`src/rtl/shift_sequencer_if.sv`:
```
// Handshake/operand bundle between the EX-stage issue logic (master) and the
// multi-cycle shift sequencer (slave).
interface shift_sequencer_if #(
    parameter int DATA_W = 32
);
    logic              start;
    logic [1:0]        op;
    logic [DATA_W-1:0] data;
    logic [31:0]       shamt;
    logic              flush;
    logic [DATA_W-1:0] result;
    logic              busy;
    logic              done;
    logic              stall;

    modport master (
        output start, op, data, shamt, flush,
        input  result, busy, done, stall
    );

    modport slave (
        input  start, op, data, shamt, flush,
        output result, busy, done, stall
    );
endinterface

```
`src/rtl/shift_sequencer.sv`:
```
// Multi-cycle shift controller for SLL/SRL/SRA (and the variable forms) in EX.
// Shifts at most STEP bits per cycle, stalls the pipeline while working and
// reports completion with a single-cycle done pulse.
// Optional feature macro: SHIFT_SEQ_BYPASS_EN -- a zero effective shift amount
// is answered combinationally in the request cycle without leaving IDLE.
module shift_sequencer #(
    parameter int DATA_W  = 32,
    parameter int SHAMT_W = 5,
    parameter int STEP    = 1
) (
    input logic              clk,
    input logic              rst,
    shift_sequencer_if.slave bus
);

    typedef enum logic [1:0] {
        ST_IDLE  = 2'b00,
        ST_SHIFT = 2'b01,
        ST_DONE  = 2'b10
    } state_e;

    typedef enum logic [1:0] {
        OP_SLL = 2'b00,
        OP_SRL = 2'b01,
        OP_SRA = 2'b10,
        OP_RSV = 2'b11
    } op_e;

    localparam logic [SHAMT_W-1:0] STEP_AMT = SHAMT_W'(STEP);

    state_e              state;
    op_e                 op_q;
    logic [DATA_W-1:0]   result_q;
    logic [SHAMT_W-1:0]  rem;
    logic                done_q;

    logic [SHAMT_W-1:0]  eff_shamt;
    logic                accept;
    logic                bypass_hit;
    logic [SHAMT_W-1:0]  step_amt;
    logic [DATA_W-1:0]   shifted;
    logic                unused_shamt_hi;

    // Only the low SHAMT_W bits of the zero-extended amount matter.
    assign eff_shamt       = bus.shamt[SHAMT_W-1:0];
    assign unused_shamt_hi = ^bus.shamt[31:SHAMT_W];

    // A request is taken only in IDLE and only when no flush is pending.
    assign accept = (state == ST_IDLE) && bus.start && !bus.flush;

`ifdef SHIFT_SEQ_BYPASS_EN
    assign bypass_hit = accept && (eff_shamt == '0) && !rst;
`else
    assign bypass_hit = 1'b0;
`endif

    // Bits consumed this cycle: the full STEP, or the remainder on the last pass.
    assign step_amt = (rem < STEP_AMT) ? rem : STEP_AMT;

    // One shift pass of the working register according to the captured op.
    always_comb begin
        // NOTE: default first so every path assigns shifted; no latch is inferred.
        shifted = result_q << step_amt;
        case (op_q)
            OP_SRL:  shifted = result_q >> step_amt;
            OP_SRA:  shifted = $signed(result_q) >>> step_amt;
            default: shifted = result_q << step_amt;
        endcase
    end

    // Sequencer FSM: capture in IDLE, shift in SHIFT, pulse done in DONE.
    always_ff @(posedge clk or posedge rst) begin
        if (rst) begin
            state    <= ST_IDLE;
            op_q     <= OP_SLL;
            result_q <= '0;
            rem      <= '0;
            done_q   <= 1'b0;
        end else begin
            // NOTE: non-blocking so every register samples pre-edge values.
            done_q <= 1'b0;
            if (bus.flush) begin
                // Abort wins over everything but reset; result is left untouched.
                state <= ST_IDLE;
            end else begin
                case (state)
                    ST_IDLE: begin
                        if (bus.start) begin
                            result_q <= bus.data;
                            op_q     <= op_e'(bus.op);
                            rem      <= eff_shamt;
                            if (eff_shamt != '0) begin
                                state <= ST_SHIFT;
                            end else begin
`ifdef SHIFT_SEQ_BYPASS_EN
                                // Answered combinationally this cycle; stay idle.
                                state <= ST_IDLE;
`else
                                state  <= ST_DONE;
                                done_q <= 1'b1;
`endif
                            end
                        end
                    end
                    ST_SHIFT: begin
                        result_q <= shifted;
                        rem      <= rem - step_amt;
                        if (rem == step_amt) begin
                            state  <= ST_DONE;
                            done_q <= 1'b1;
                        end
                    end
                    ST_DONE: begin
                        // Any start seen here is ignored; it is re-sampled in IDLE.
                        state <= ST_IDLE;
                    end
                    default: begin
                        state <= ST_IDLE;
                    end
                endcase
            end
        end
    end

    // Pipeline-facing outputs; reset forces the request-cycle terms low too.
    assign bus.busy   = (state != ST_IDLE);
    assign bus.done   = done_q || bypass_hit;
    assign bus.stall  = (state == ST_SHIFT) || (accept && !bypass_hit && !rst);
    assign bus.result = bypass_hit ? bus.data : result_q;

endmodule
```
`src/flat_wrapper.sv`:
```
// flat-port wrapper written by rule: the top's interface ports become plain ports
module shift_sequencer_flat 
#(
    parameter int DATA_W  = 32,
    parameter int SHAMT_W = 5,
    parameter int STEP    = 1
)
  (clk, rst, bus_start, bus_op, bus_data, bus_shamt, bus_flush, bus_result, bus_busy, bus_done, bus_stall);
  shift_sequencer_if #(.DATA_W(DATA_W)) bus_i ();
  input logic clk;
  input logic rst;
  input wire logic [$bits(bus_i.start)-1:0] bus_start;
  input wire logic [$bits(bus_i.op)-1:0] bus_op;
  input wire logic [$bits(bus_i.data)-1:0] bus_data;
  input wire logic [$bits(bus_i.shamt)-1:0] bus_shamt;
  input wire logic [$bits(bus_i.flush)-1:0] bus_flush;
  output wire logic [$bits(bus_i.result)-1:0] bus_result;
  output wire logic [$bits(bus_i.busy)-1:0] bus_busy;
  output wire logic [$bits(bus_i.done)-1:0] bus_done;
  output wire logic [$bits(bus_i.stall)-1:0] bus_stall;
  assign bus_i.start = bus_start;
  assign bus_i.op = bus_op;
  assign bus_i.data = bus_data;
  assign bus_i.shamt = bus_shamt;
  assign bus_i.flush = bus_flush;
  assign bus_result = bus_i.result;
  assign bus_busy = bus_i.busy;
  assign bus_done = bus_i.done;
  assign bus_stall = bus_i.stall;
  shift_sequencer #(.DATA_W(DATA_W), .SHAMT_W(SHAMT_W), .STEP(STEP)) u_core (.clk(clk), .rst(rst), .bus(bus_i));
endmodule
```
`config.mk`:
```
export PLATFORM = sky130hd
export DESIGN_NAME = shift_sequencer_flat
export DESIGN_NICKNAME = d
export VERILOG_FILES = /design/src/rtl/shift_sequencer_if.sv /design/src/rtl/shift_sequencer.sv /design/src/flat_wrapper.sv
export SDC_FILE = /design/constraint.sdc
export NUM_CORES = 1
export LEC_CHECK = 0
export CORE_UTILIZATION = 46
export CTS_CLUSTER_SIZE = 25
export DETAILED_ROUTE_END_ITERATION = 8
export HOLD_SLACK_MARGIN = 0.1
export PLACE_DENSITY = 0.83
export SETUP_SLACK_MARGIN = 0.4
export SLEW_MARGIN = 10
export SYNTH_ARGS = -nofsm -noshare
export SYNTH_HDL_FRONTEND = slang
export SYNTH_SLANG_ARGS = --single-unit
```
`constraint.sdc`:
```
create_clock -name clk -period 5.4 [get_ports clk]
set_input_delay 1.08 -clock clk [delete_from_list [all_inputs] [get_ports clk]]
set_output_delay 1.08 -clock clk [all_outputs]
set_load 0.02 [all_outputs]
```
==> qor.csv <==
stage,metric,value,unit
clock_tree,cts_setup_buffers,0,
power_and_ir_drop,max-vdd-ir-drop,0.000258,V
clock_tree,cts_max_level,2,
yosys,avgSynthCellArea,8.76,sq um
worst_setup_path,worstPathArrival,2.50,ns
sta,hold_violations,0,
global_routing,antenna_found_initial,0,
drt,via_count,2512,
sta,max_freq,280,MHz
worst_setup_path,r2r_slack,2.55,ns
clock_tree,cts_sinks,42,
cells_and_area,final_cells,428,
sta,tns,0,ns
yosys,synthArstFlopShare,100,%
drt,ant_nets,0,
min_path,hold_class,reg -> reg,
sta,post-route-min-period,3.58,ns
yosys,synth.area.top_cells,"dfrtp_1, o21ai_0, a31oi_1",
worst_setup_path,worstSetupPathType,in -> out,
yosys,synth.most_common_cell,o21ai_0,
yosys,ys.flop_type,dfrtp_1,
yosys,syn_nets,361,
clock_tree,cts-root-buf,clkbuf_8,
power_and_ir_drop,power_leakage,0.00135,uW
power_and_ir_drop,power,1460,uW
yosys,synthDominantCellAreaShare,41.7,%
cells_and_area,drive_gt1_share,8.66,%
place,io_buffers,77,
clock_tree,clock_path_buffers,2,
clock_tree,cts_buffers,5,
cells_and_area,fin_nets,430,
worst_setup_path,required,4.32,ns
yosys,synth_edf_count,0,
global_routing,grt_pass1_vias,2328,
clock_tree,hold_buffers,0,
drt,dr.pass1.iters,5,
flow_run,cap_violations,0,
drt,avgViaCountPerCell,5.87,
global_routing,track_usage,23.9,%
die,fp.dieW,76.1,microns
sta,maxSlewHeadroom,17.0,%
sta,tightest_slew,1.24,ns
drt,drc_errors,0,
yosys,synthTopCellsByCount,"o21ai_0, dfrtp_1, nand2_1, a31oi_1, nor2_1",
sta,rsz0062_at_grt,no,
drt,drtIter0Drc,182,
global_routing,grt_overflow,0,
sta,setup_viol,0,
die,rows,26,
die,initial_core_util,48.5,%
sta,maxSlewViolCount,0,
worst_setup_path,crit_path_start_kind,input port,
place,hpwl,4.71,mm
global_routing,grt_max_degree,46,
die,io_pins,105,
cells_and_area,design_area,3450,sq um
clock_tree,cts_tree,yes,
drt,wl,6.78,mm
place,gp_congestion,0.840,
yosys,synth-seq-cells,42,
yosys,ys_seq_area_share,41.7,%
power_and_ir_drop,power.density,422,nW/um^2
yosys,ys_types,43,
yosys,syn_inst,288,
yosys,yosysWarnings,0,
die,dieArea,5780,sq um
sta,finalCritPeriodShare,66.2,%
yosys,synth_top_area_cell,dfrtp_1,
drt,wl_per_cell,15.8,microns
worst_setup_path,critPathMaxFanout,3,
global_routing,grt_pass1_wl,11.1,mm
yosys,netlist_area,2520,sq um
worst_setup_path,worstSetupEndpointType,output port,
status,outcome,completed,
die,core_area,5200,sq um
worst_setup_path,ff2ff_path_depth,6,
place,placed_cell_area,3310,sq um
die,die_h,76.1,microns
cells_and_area,n_antenna_cell,0,
clock_tree,clk_latency,0.30,ns
clock_tree,cts_resized,0,
min_path,min_path_cells,2,
clock_tree,clk_pin_slew_worst_paths,0.08,ns
cells_and_area,area_growth,36.8,%
place,place_inst,420,
sta,clock-skew-final,0.0114,ns
==> cell usage in the layout, fill, tap and decap left out, types with 6 or more instances in the layout <==
master,count
a21oi_1,15
mux2i_1,8
o21ai_0,46
a31oi_1,22
nor2_1,17
nand2_1,30
o221ai_1,7
clkbuf_8,6
inv_1,11
clkdlybuf4s50_1,77
o22ai_2,6
o22ai_1,15
dfrtp_1,42
==> registers in the layout, indices dropped and copies added, names as in the netlist <==
register           count
u_core.bus.done        1
u_core.bus.result     32
u_core.rem             5
u_core.op_q            2
u_core.state           2
==> power by group <==
group          leakage [uW]  internal (uW)  switching (uW)
Combinational      0.000784            299             348
Sequential         0.000499            400             107
Clock             0.0000714            197             107
==> critical path: stages <==
cell             delay [ns]
clkdlybuf4s50_1        0.48
inv_1                  0.11
a31oi_1                0.08
nor2_1                 0.13
clkdlybuf4s50_1        0.62
==> worst paths after layout <==
kind,from,end
max,bus_flush,bus_stall
min,u_core.op_q[1]$_DFFE_PP0P_,u_core.op_q[1]$_DFFE_PP0P_
max reg2reg,u_core.op_q[0]$_DFFE_PP0P_,u_core.bus.result[19]$_DFFE_PP0P_
min reg2reg,u_core.op_q[1]$_DFFE_PP0P_,u_core.op_q[1]$_DFFE_PP0P_
max in group asynchronous,rst,u_core.bus.result[19]$_DFFE_PP0P_
min in group asynchronous,rst,u_core.bus.result[23]$_DFFE_PP0P_
==> per-layer routing <==
metal / routed length, microns / share of wire, % / vias to the layer above / track usage (%)
met5: 0 / 0 / - / 0
met4: 102 / 1.5 / 0 / 7.88
met3: 460 / 6.8 / 13 / 5.51
met2: 3310 / 49 / 102 / 39.8
met1: 2900 / 43 / 1190 / 30.7
li1: - / - / 1207 / -
==> layout make-up <==
cell class | instances | area [sq um]
clock buffer | 6 | 82.6
clock inverter | 2 | 60.1
fill | 439 | 1750
inverter | 13 | 48.8
multi-input combinational | 214 | 1320
sequential | 42 | 1050
tap | 70 | 87.6
timing repair buffer | 81 | 801
==> kinds of logic (layout without fill, tap and decap cells) <==
kind of cell               Yosys count  in the layout  share of synthesized area [%]
DFF                                 42             42                           41.7
AOI/OAI and AO/OA                  129            129                           32.4
adders and majority gates            3              3                           1.49
buffers and inverters               32            102                           6.00
and+or+nand+nor                     72             72                           14.4
muxes                               10             10                           4.07
==> stage by stage <==
stage / hold slack [ns] / util (%) / worst slack [ns]
6_report: 0.598 / 66.3 / 1.82
3_3_place_gp: 0.551 / 63.6 / 1.84
3_5_place_dp: 0.582 / 63.6 / 1.83
4_1_cts: 0.601 / 66.3 / 1.83
2_1_floorplan: 0.537 / - / 1.84
5_1_grt: 0.631 / 66.3 / 1.78
Note: power is estimated with default switching activity, not from simulation.
